--- src/rtl/skid_pipeline_pkg.sv ---
// Shared types and sizing helpers for the skid_pipeline chain.
package skid_pipeline_pkg;

  // Per-stage occupancy state; the encoding doubles as the entry count.
  typedef enum logic [1:0] {
    EMPTY = 2'd0,
    BUSY  = 2'd1,
    FULL  = 2'd2
  } stage_state_t;

  localparam int unsigned MAX_STAGES = 8;

  // Width needed to count 0..2*stages held entries.
  function automatic int unsigned occ_width(input int unsigned stages);
    return $clog2(2 * stages + 1);
  endfunction

endpackage

--- src/rtl/skid_pipeline_stage.sv ---
// One skid-buffer stage: main + skid register, registered in_ready.
// Optional macro SKID_PIPELINE_DATA_CLEAR_EN: data registers are reset and
// cleared by flush; otherwise they carry no reset and only state is cleared.
//
// state | meaning
// EMPTY | nothing held
// BUSY  | main holds the head entry
// FULL  | main holds the head, skid holds the next entry; input stalled
module skid_stage
  import skid_pipeline_pkg::*;
#(
  parameter int DATA_WIDTH = 32
) (
  input  logic                  clk,
  input  logic                  rst,
  input  logic                  flush,
  input  logic                  in_valid,
  output logic                  in_ready,
  input  logic [DATA_WIDTH-1:0] in_data,
  output logic                  out_valid,
  input  logic                  out_ready,
  output logic [DATA_WIDTH-1:0] out_data,
  output logic [1:0]            count
);

  stage_state_t          state_q, state_d;
  logic [DATA_WIDTH-1:0] main_q, skid_q;
  logic                  acc, take;
  logic                  load_main_in, load_main_skid, load_skid;

  // Handshake outputs depend only on the state register (and flush), so
  // back-pressure never ripples combinationally through the chain.
  assign in_ready  = (state_q != FULL) & ~flush;
  assign out_valid = (state_q != EMPTY) & ~flush;
  assign out_data  = main_q;
  assign count     = state_q;

  assign acc  = in_valid & in_ready;
  assign take = out_valid & out_ready;

  // State register.
  always_ff @(posedge clk or posedge rst) begin
    if (rst) state_q <= EMPTY;
    else     state_q <= state_d;
  end

  // Next state and data-register load enables.
  always_comb begin
    state_d        = state_q;
    load_main_in   = 1'b0;
    load_main_skid = 1'b0;
    load_skid      = 1'b0;
    if (flush) begin
      state_d = EMPTY;
    end else begin
      case (state_q)
        EMPTY: begin
          if (acc) begin
            state_d      = BUSY;
            load_main_in = 1'b1;
          end
        end
        BUSY: begin
          if (acc && !take) begin
            state_d   = FULL;
            load_skid = 1'b1;
          end else if (acc && take) begin
            load_main_in = 1'b1;
          end else if (take) begin
            state_d = EMPTY;
          end
        end
        FULL: begin
          if (take) begin
            state_d        = BUSY;
            load_main_skid = 1'b1;
          end
        end
        default: state_d = EMPTY;
      endcase
    end
  end

`ifdef SKID_PIPELINE_DATA_CLEAR_EN
  // Data registers with reset and flush clear, so idle out_data reads zero.
  always_ff @(posedge clk or posedge rst) begin
    if (rst) begin
      main_q <= '0;
      skid_q <= '0;
    end else if (flush) begin
      main_q <= '0;
      skid_q <= '0;
    end else begin
      if (load_main_in)        main_q <= in_data;
      else if (load_main_skid) main_q <= skid_q;
      if (load_skid)           skid_q <= in_data;
    end
  end
`else
  // Data registers without reset; validity is carried by state alone.
  always_ff @(posedge clk) begin
    if (load_main_in)        main_q <= in_data;
    else if (load_main_skid) main_q <= skid_q;
    if (load_skid)           skid_q <= in_data;
  end
`endif

endmodule

--- src/rtl/skid_pipeline.sv ---
// Chain of STAGES skid stages with synchronous flush and occupancy count.
// Optional macro SKID_PIPELINE_DATA_CLEAR_EN (applied inside skid_stage)
// zeroes the data registers on reset and flush.
module skid_pipeline
  import skid_pipeline_pkg::*;
#(
  parameter int DATA_WIDTH = 32,
  parameter int STAGES     = 2
) (
  input  logic                           clk,
  input  logic                           rst,
  input  logic                           flush,
  input  logic                           in_valid,
  output logic                           in_ready,
  input  logic [DATA_WIDTH-1:0]          in_data,
  output logic                           out_valid,
  input  logic                           out_ready,
  output logic [DATA_WIDTH-1:0]          out_data,
  output logic [occ_width(STAGES)-1:0]   occupancy
);

  localparam int OCC_W = occ_width(STAGES);

  // Index i is the input side of stage i; index STAGES is the chain output.
  logic [STAGES:0]       vld;
  logic [STAGES:0]       rdy;
  logic [DATA_WIDTH-1:0] dat [STAGES+1];
  logic [1:0]            cnt [STAGES];

  assign vld[0]      = in_valid;
  assign dat[0]      = in_data;
  assign in_ready    = rdy[0];
  assign out_valid   = vld[STAGES];
  assign out_data    = dat[STAGES];
  assign rdy[STAGES] = out_ready;

  for (genvar i = 0; i < STAGES; i++) begin : g_stage
    skid_stage #(
      .DATA_WIDTH(DATA_WIDTH)
    ) u_stage (
      .clk      (clk),
      .rst      (rst),
      .flush    (flush),
      .in_valid (vld[i]),
      .in_ready (rdy[i]),
      .in_data  (dat[i]),
      .out_valid(vld[i+1]),
      .out_ready(rdy[i+1]),
      .out_data (dat[i+1]),
      .count    (cnt[i])
    );
  end

  // Total entries held: sum of per-stage counts.
  always_comb begin
    occupancy = '0;
    for (int i = 0; i < STAGES; i++) begin
      occupancy = occupancy + OCC_W'(cnt[i]);
    end
  end

endmodule
--- config.mk ---
export PLATFORM = sky130hd
export DESIGN_NAME = skid_pipeline
export DESIGN_NICKNAME = d
export VERILOG_FILES = /design/src/rtl/skid_pipeline_pkg.sv /design/src/rtl/skid_pipeline_stage.sv /design/src/rtl/skid_pipeline.sv
export SDC_FILE = /design/constraint.sdc
export NUM_CORES = 1
export LEC_CHECK = 0
export ABC_AREA = 0
export BUFFER_PORTS_ARGS = -buffer_cell sky130_fd_sc_hd__buf_2
export CAP_MARGIN = 20
export CELL_PAD_IN_SITES_DETAIL_PLACEMENT = 2
export CELL_PAD_IN_SITES_GLOBAL_PLACEMENT = 2
export CORE_ASPECT_RATIO = 0.7
export CORE_UTILIZATION = 30
export CTS_CLUSTER_DIAMETER = 100
export CTS_CLUSTER_SIZE = 8
export DETAILED_ROUTE_END_ITERATION = 8
export GPL_ROUTABILITY_DRIVEN = 0
export PLACE_DENSITY = 0.59
export SETUP_SLACK_MARGIN = 0.3
export SYNTH_ARGS = -nofsm -noshare
export SYNTH_HDL_FRONTEND = slang
export SYNTH_SLANG_ARGS = --single-unit
--- constraint.sdc ---
create_clock -name clk -period 9.5 [get_ports clk]
set_input_delay 0.475 -clock clk [delete_from_list [all_inputs] [get_ports clk]]
set_output_delay 0.475 -clock clk [all_outputs]
set_load 0.02 [all_outputs]
Word-level counts from Yosys, hierarchy flattened
Cells that the tools add are included.

word-level totals
  flip-flop bits (word level) = 132
  latch bits = 0
  memory bits (writable) = 0
  bits in read-only memories = 0
  output and inout port bits = 37
  logic and storage cells = 81
  memories kept = 0

operators by class
  $add $sub $neg = 1
  multipliers = 0
  div/mod/pow operators = 0
  $lt $le $gt $ge = 0
  equal/unequal tests = 14
  shifts and indexed selects = 0
  mux-type cells = 38
  bitwise logic cells = 8
  reductions and logical operators = 14

operator list
  kind                  number
  $mux W32              4
  $mux W2               11
  $mux W1               19
  $pmux W2 S3           2
  $ne A3 B2 Y1 const B  3
  $ne A4 B2 Y1 const B  2
  $ne A4 B3 Y1 const B  2
  $reduce_and A4 Y1     2
  $reduce_bool A2 Y1    4
  $and A1 B1 Y1         7
  $eq A2 B1 Y1 const B  2
  $eq A2 B2 Y1 const B  2
  $logic_and A1 B1 Y1   4
  $logic_not A2 Y1      2
  $ne A2 B2 Y1 const B  2
  $pmux W1 S2           2
  $add A2 B2 Y3         1
  $ne A3 B3 Y1 const B  1
  $logic_not A1 Y1      2
  $not A1 Y1            1

Longest topological paths before layout
Gate-level depths: netlist (run 1).

  depth in word-level cells = 9
  depth in mapped cells = 5
  gate-level depth less buffers = 3

Hierarchy
Synthesis (run 1) repeated with hierarchy kept, for this count alone.

unflattened totals
  cells, all modules = 241
  area, all modules = 5,228.8 um^2

modules (own cells, without submodules)
  module         instances  cells each  area each (um^2)
  skid_stage     2          117         2,588.7
  skid_pipeline  1          7           51.3

Least setup slack after synthesis (run 1)
No wires, ideal clock.

  path kind = input to register
  start point = input port flush
  end point = register g_stage[1].u_stage.skid_q[0], enable pin
  library setup time = 504 ps
  arrival = 3,866 ps
  setup slack = 5,130 ps
  cell stages on the path = 2
  path buffers = 1
  cells stage by stage = clkbuf_1 nor4_1

between the ends
  cells in the longest elaborated chain, start to end = 8
  elaborated cells between the ends (all ways) = 11

RTL lines
  item                                    RTL line                                              text
  start, declared                         skid_pipeline.sv:12                                   input logic flush,
  $not A1 Y1                              skid_pipeline_stage.sv:33, skid_pipeline_stage.sv:34
  $and A1 B1 Y1                           skid_pipeline_stage.sv:34                             assign out_valid = (state_q != EMPTY) & ~flush;
  $and A1 B1 Y1                           skid_pipeline_stage.sv:39                             assign take = out_valid & out_ready;
  $logic_not A1 Y1                        skid_pipeline_stage.sv:64                             if (acc && !take) begin
  $logic_and A1 B1 Y1                     skid_pipeline_stage.sv:64
  $mux W1                                 skid_pipeline_stage.sv:64
  $mux W1                                 skid_pipeline_stage.sv:56                             case (state_q)
  $mux W1 (*)                             skid_pipeline_stage.sv:53                             if (flush) begin
  named net g_stage[1].u_stage.load_skid  skid_pipeline_stage.sv:29                             logic load_main_in, load_main_skid, load_skid;
  end signal, assigned                    skid_pipeline_stage.sv:104                            if (load_skid) skid_q <= in_data;
  end, declared                           skid_pipeline_stage.sv:27                             logic [DATA_WIDTH-1:0] main_q, skid_q;

The timed path passes the listed nets; every way through them passes the cells marked *.
A chain may end at the register's enable or synchronous reset.

Worst setup path in the final report (run 1)
  start point = register g_stage[0].u_stage.state_q[1]
  end point = register g_stage[1].u_stage.main_q[11], enable pin

between the ends
  cells in the longest elaborated chain, start to end = 9
  elaborated cells between the ends (all ways) = 11

RTL lines
  item                              RTL line                    text
  start, declared                   skid_pipeline_stage.sv:26   stage_state_t state_q, state_d;
  start signal, assigned            skid_pipeline_stage.sv:44   else state_q <= state_d;
  $reduce_bool A2 Y1 (*)            skid_pipeline_stage.sv:34
  $and A1 B1 Y1 (*)                 skid_pipeline_stage.sv:34
  $and A1 B1 Y1 (*)                 skid_pipeline_stage.sv:38   assign acc = in_valid & in_ready;
  $logic_and A1 B1 Y1               skid_pipeline_stage.sv:67   end else if (acc && take) begin
  $mux W1                           skid_pipeline_stage.sv:67
  $mux W1                           skid_pipeline_stage.sv:64
  $pmux W1 S2 (*)                   skid_pipeline_stage.sv:56
  $mux W1 (*)                       skid_pipeline_stage.sv:53
  $reduce_bool A2 Y1 (no line) (*)  --
  end signal, assigned              skid_pipeline_stage.sv:102  if (load_main_in) main_q <= in_data;
  end signal, assigned              skid_pipeline_stage.sv:103  else if (load_main_skid) main_q <= skid_q;
  end, declared                     skid_pipeline_stage.sv:27

Mark *: on every way between the ends. The rest lies on a longest branch, timed or not.

==> results of run 1 <==
-- final timing paths --
| kind | start | endpoint | slack, ns | depth (start not counted) |
|---|---|---|---|---|
| max | g_stage[0].u_stage.count[1]$_DFFE_PP0P_ | g_stage[1].u_stage.out_data[11]$_DFFE_PP_ | 6.84 | 4 |
| min | in_data[28] | g_stage[0].u_stage.skid_q[28]$_DFFE_PP_ | 0.25 | 1 |
| max reg2reg | g_stage[0].u_stage.count[1]$_DFFE_PP0P_ | g_stage[1].u_stage.out_data[11]$_DFFE_PP_ | 6.84 | 4 |
| min reg2reg | g_stage[0].u_stage.out_data[30]$_DFFE_PP_ | g_stage[1].u_stage.skid_q[30]$_DFFE_PP_ | 0.45 | 0 |
| max in group asynchronous | rst | g_stage[0].u_stage.count[1]$_DFFE_PP0P_ | 8.86 | 3 |
| min in group asynchronous | rst | g_stage[1].u_stage.count[1]$_DFFE_PP0P_ | 0.49 | 3 |
-- stage by stage --
stage / instance area [µm²] / util, % / cells / hold WS, ns / power (mW)
after floorplan: 5288 / - / 272 / 0.2411 / 0.7033
after CTS: 6238 / 36.24 / 571 / 0.2284 / 1.328
after global routing: 6238 / 36.24 / 571 / 0.2316 / 1.352
after detailed placement: 5688 / 33.04 / 538 / 0.3662 / 0.7214
after global placement: 5688 / 33.04 / 538 / 0.3581 / 0.7190
final: 6238 / 36.24 / 571 / 0.2487 / 1.306
-- cell families after synthesis --
logic type / after synthesis / synth area share [%]
compound gates: 7 / 0.7572
simple gates: 22 / 2.224
xor+xnor: 1 / 0.1657
buf+inv: 44 / 5.963
fa+ha+maj: 2 / 0.6152
mux: 64 / 15.69
flops: 132 / 74.59
-- report_power, final --
group          switching (mW)  internal [mW]  total (mW)
clock network           0.242          0.355       0.598
logic                  0.0300         0.0235      0.0534
registers             0.00493          0.650       0.654
total                   0.277           1.03        1.31
-- registers in the layout, summed over array words and instances (netlist names) --
signal                    cells
g_stage.u_stage.count         4
g_stage.u_stage.skid_q       64
g_stage.u_stage.out_data     64
-- routing by layer --
metal / wire length, µm / vias up / GRT usage [%]
met5: 0 / - / 0
li1: - / 1115 / -
met1: 4280 / 1237 / 13.68
met2: 4470 / 59 / 17.92
met3: 452 / 16 / 3.996
met4: 183 / 0 / 6.095
-- worst reg2reg max path, stage by stage, from the launching register on --
cell,delay (ns)
dfrtp_1,0.52
nor2_2,0.11
or4b_2,0.61
buf_4,0.34
nand2_2,0.70
-- area by class of cell --
| type | count | share of cell area (%) |
|---|---|---|
| clock buffer | 17 | 6.819 |
| clock inverter | 15 | 1.845 |
| inverter | 3 | 0.1805 |
| multi-input combinational | 96 | 16.93 |
| sequential | 132 | 63.22 |
| tap | 231 | 4.633 |
| timing repair buffer | 77 | 6.378 |
-- repair_timing --
item / 4_1_cts / 5_1_grt
hold endpoints to repair: 4 / 0
hold buffers: 1 / 0
setup buffers: 0 / 0
-- cell usage in the layout, fill, tap and decap left out, types with 2 or more instances in the layout --
cell type / Yosys / routed
edfxtp_1: 128 / 128
buf_2: 3 / 73
mux2_4: 29 / 29
mux2_2: 20 / 20
clkbuf_16: 0 / 17
mux2_1: 15 / 15
nor2_1: 5 / 4
nand2_1: 5 / 4
clkinv_2: 0 / 4
clkinv_1: 0 / 4
dfrtp_1: 4 / 4
inv_1: 3 / 3
a21oi_1: 4 / 3
buf_4: 33 / 3
nand2b_1: 2 / 2
nand3_1: 2 / 2
clkinvlp_4: 0 / 2
clkinv_4: 0 / 2
inv_6: 0 / 2
==> results by group, run 1 <==
Status
  – Status: finished clean

STA
  – Max Freq: around 380 MHz
  – Final setup viols: 0
  – Unrepaired setup endpoints after global routing: no
  – Final worst slack: 6.841 ns
  – Final hold vios: 0
  – Final period utilization: 27.99%
  – Rel. slew slack: 31.44%
  – Final TNS setup: 0 ns
  – Min cycle time layout: 2.659 ns
  – Clock skew: 0.007795 ns
  – Worst slew pin tran: between 1 and 1.5 ns
  – Fin. max-slew vios: 0

Worst setup path
  – Crit path capture type: register
  – Worst-path maximum fanout: 33
  – Max stage delay on crit path: 0.69 ns
  – Crit-path cells: nor2_2 > or4b_2 > buf_4 > nand2_2
  – Top delay family on crit path: simple AND/OR/NAND/NOR gates
  – Crit path buf inv count: 1
  – Setup CP Type: register to register
  – Slowest CP cell: nand2_2
  – CP required: 9.54 ns
  – Critical path startpoint category: register
  – Critical Path AT: approximately 2.7 ns

Finish
  – Area occupied by multi-input gates: 1056 µm²
  – Antenna cells: 0
  – Layout cells sized above 1: 47.06%
  – Seq. cell area: a little under 4000 µm²
  – Fin nets: 366
  – Fillers: roughly 1800
  – Layout area overhead: 17.98%

CTS
  – CTS Buffer Depth: 2
  – Sink Count: 132
  – Gates resized, CTS repair: 0
  – Clk_lat worst skew: approximately 0.41 ns
  – Clk pin slew, worst setup/hold paths: 0.06 ns
  – Root Buffer: clkbuf_16
  – H-tree depth: 4
  – CTS buffer count: 17
  – CTS tree: yes

Floorplan
  – Die width: 160.7 µm
  – Rows: 40
  – Core area: approximately 17000 µm²
  – Initial core utilization: about 31%
  – Die height: approximately 110 µm
  – # IOs: 74
  – Die ar.: 18170 µm²

Synthesis
  – Most used DFF post-synth: edfxtp_1
  – Seq/Total Area, Yosys: 74.59%
  – Most frequent cell after synthesis: edfxtp_1
  – Commonest cells post-synth: edfxtp_1, buf_4, mux2_4, mux2_2, mux2_1
  – Top post-synthesis cells by area: edfxtp_1, mux2_4, buf_4, mux2_2, mux2_1
  – Net count after synthesis: a little over 300
  – Synth area leader: edfxtp_1
  – Warnings from Yosys: 0
  – Post-synth EDFFs: 128
  – Synth Cell Area: 5288 µm²
  – Flops & latches, synth: around 130
  – Async S/R FF share, synth: slightly above 3%
  – Cells after synthesis: 272
  – Mapped Avg Cell Area: 19.44 µm²
  – Yosys top cell area share: 72.69%
  – Post-synthesis cell type count: 28

Detailed routing
  – Routed WL: ~9400 µm
  – Initial drt markers: around 110
  – Routed WL per cell: 16.44 µm
  – Via density: roughly 4.3
  – Post-route ant nets: 0
  – DRC: 0
  – DRT Pass-1 Iters: 4
  – Vias: approximately 2400

Global routing
  – Grt ovf: 0
  – First-pass GRT wire length: 14930 µm
  – Initial antenna violation count: 0
  – Pin count of the biggest net entering global routing: 34
  – Vias in the first global route: 2690
  – Total track usage: 11.35%

Job
  – Max Cap Viol: 0

Pwr
  – Max IR drop VDD: 0.07350 mV
  – Pwr/cell area: 209.3 nW/µm²
  – Leakage: 2.295 nW

Placed design
  – Worst slack at placement: 6.642 ns
  – IO Port Bufs: 73
  – DP HPWL: between 5000 and 6000 µm

Hold path
  – Hold Path Class: primary input to register
Power figures use the tool's default switching activity.
==> run 2, diff against run 1 <==
==> constraint.sdc (replaced) <==
create_clock -name clk -period 2.71 [get_ports clk]
set_input_delay 0.1355 -clock clk [delete_from_list [all_inputs] [get_ports clk]]
set_output_delay 0.1355 -clock clk [all_outputs]
set_load 0.02 [all_outputs]
==> run 2 against run 1 <==
  * First-iteration DRC count decreased by 14%
  * Register-to-register slack got worse by 6.4 ns
  * Sequential power increased to 3.5 times the previous value
  * Critical path depth increased by 1
  * Setup slack got worse by 6.4 ns
  * Count of clock-buffer cells in the layout increased by 3
  * Critical endpoint unchanged
  * Sequential cell count unchanged
==> results by group, run 2 (synthesized netlist as in run 1, its figures left out) <==
Hold path
  – Worst Hold Launch: flush
  – Hold Path Class: primary input to register
  – Hold Path Stages: 2
  – Min-Delay Endpoint: g_stage[0].u_stage.count[0]$_DFFE_PP0P_

Finish
  – Layout cells sized above 1: 43.50%
  – Finished Cell Area: roughly 6700 µm²
  – Most frequent cells in the layout: edfxtp_1, buf_2, dlygate4sd3_1
  – Fillers: between 1500 and 2000
  – Layout area overhead: 26.79%
  – Antenna cells: 0
  – Fin nets: just over 400
  – Most common cell after layout, fill and taps aside: edfxtp_1
  – Core Util, Final: 38.94%

Worst setup path
  – Critical Path AT: 2.40 ns
  – Slowest CP cell: or4b_2
  – Critical path startpoint category: register
  – FF-to-FF setup slack: 0.42 ns
  – Reg2reg start: g_stage[1].u_stage.count[0]$_DFFE_PP0P_
  – Crit path capture type: register
  – Crit-path cells: nand2b_1 > or4b_2 > buf_4 > nand2_2 > buf_12
  – Top delay family on crit path: simple AND/OR/NAND/NOR gates
  – Worst-path maximum fanout: 33
  – Crit Reg-Reg Endpoint: g_stage[1].u_stage.out_data[11]$_DFFE_PP_
  – Crit path buf inv count: 2
  – Max stage delay on crit path: 0.60 ns
  – Setup CP Type: register to register
  – R2R depth: 5
  – CP required: 2.82 ns

Detailed routing
  – Routed WL per cell: 17.55 µm
  – Initial drt markers: 91
  – DRT Pass-1 Iters: 3
  – Vias: 2575
  – Via density: ~4.2
  – Post-route ant nets: 0
  – Routed WL: 10670 µm
  – DRC: 0

STA
  – Unrepaired setup endpoints after global routing: no
  – Fin. max-slew vios: 0
  – Worst slew pin tran: 0.6172 ns
  – Final hold vios: 0
  – Final setup viols: 0
  – Min cycle time layout: 2.293 ns
  – Final worst slack: 0.4168 ns
  – Max Freq: 436.1 MHz
  – Final TNS setup: 0 ns
  – Final period utilization: 84.62%
  – Rel. slew slack: 58.85%
  – Hold_ws: around 0.09 ns
  – Clock skew: ~0.0083 ns

Global routing
  – Total track usage: 12.66%
  – Vias in the first global route: 2844
  – Grt ovf: 0
  – Initial antenna violation count: 0
  – First-pass GRT wire length: ~16000 µm
  – Pin count of the biggest net entering global routing: 34

Pwr
  – Max IR drop VDD: 0.4157 mV
  – Leakage: 2.496 nW
  – Pwr/cell area: 731.5 nW/µm²

CTS
  – Number of setup buffers added after CTS: 0
  – H-tree depth: 4
  – Root Buffer: clkbuf_16
  – CTS tree: yes
  – Clk pin slew, worst setup/hold paths: around 0.060 ns
  – CTS buffer count: 17
  – Clk_lat worst skew: 0.42 ns
  – Sink Count: 132
  – CTS Buffer Depth: 2

Floorplan
  – Die height: about 110 µm
  – Core area: 17220 µm²
  – Die width: 160.7 µm
  – # IOs: 74
  – Rows: 40
  – Die ar.: 18170 µm²
  – Initial core utilization: 30.71%

Placed design
  – Placed cell area: around 5800 µm²
  – Worst slack at placement: slightly below 0.4 ns
  – DP HPWL: 6574 µm
  – IO Port Bufs: 73

Job
  – Max Cap Viol: 0

Status
  – Status: finished clean
## run 2: power breakdown
group | leakage, nW | switching, mW | internal (mW) | total [mW]
logic | 0.978 | 0.117 | 0.120 | 0.236
clock network | 0.296 | 0.847 | 1.52 | 2.37
registers | 1.22 | 0.0196 | 2.28 | 2.30
total | 2.50 | 0.983 | 3.92 | 4.90
## run 2: through the flow
step | total power [mW] | instances
after global routing | 5.055 | 608
after CTS | 4.969 | 608
after floorplan | 2.467 | 272
after global placement | 2.531 | 542
after detailed placement | 2.540 | 542
final | 4.904 | 608
## run 2: area by class of cell
type / instances / area [µm²] / share of cell area (%)
sequential: 132 / 3945 / 58.85
clock inverter: 12 / 161.4 / 2.408
multi-input combinational: 96 / 1065 / 15.88
timing repair buffer: 114 / 795.8 / 11.87
inverter: 3 / 11.26 / 0.1680
tap: 231 / 289.0 / 4.311
clock buffer: 20 / 436.7 / 6.514
## run 2: timing repair
action,in CTS,in global routing
hold buffers,34,0
endpoints found under the hold margin,37,0
resized for setup,0,1
endpoints found under the setup margin,0,12
## run 2: how the worst max path moves through the flow
| stage | depth (start not counted) | endpoint | from | slack [ns] |
|---|---|---|---|---|
| 4_1_cts | 5 | g_stage[1].u_stage.out_data[8]$_DFFE_PP_ | g_stage[0].u_stage.count[1]$_DFFE_PP0P_ | 0.37 |
| 5_1_grt | 5 | g_stage[1].u_stage.out_data[12]$_DFFE_PP_ | g_stage[1].u_stage.count[0]$_DFFE_PP0P_ | 0.31 |
| 3_3_place_gp | 5 | g_stage[1].u_stage.out_data[6]$_DFFE_PP_ | g_stage[0].u_stage.count[1]$_DFFE_PP0P_ | 0.45 |
| 2_1_floorplan | 5 | g_stage[1].u_stage.out_data[0]$_DFFE_PP_ | g_stage[0].u_stage.count[1]$_DFFE_PP0P_ | 0.29 |
| 3_5_place_dp | 5 | g_stage[1].u_stage.out_data[9]$_DFFE_PP_ | g_stage[1].u_stage.count[0]$_DFFE_PP0P_ | 0.39 |
| 6_report | 5 | g_stage[1].u_stage.out_data[11]$_DFFE_PP_ | g_stage[1].u_stage.count[0]$_DFFE_PP0P_ | 0.42 |
## run 2: per-layer routing
| metal | share of wire (%) | track usage [%] |
|---|---|---|
| met1 | 45 | 15.33 |
| met2 | 49 | 20.49 |
| met3 | 3.9 | 3.372 |
| met4 | 2.1 | 7.429 |
| met5 | 0 | 0 |
## run 2: worst register-to-register path, stage by stage (launching register included)
cell and delay (ns):
dfrtp_1 0.43, nand2b_1 0.20, or4b_2 0.60, buf_4 0.34
nand2_2 0.18, buf_12 0.23
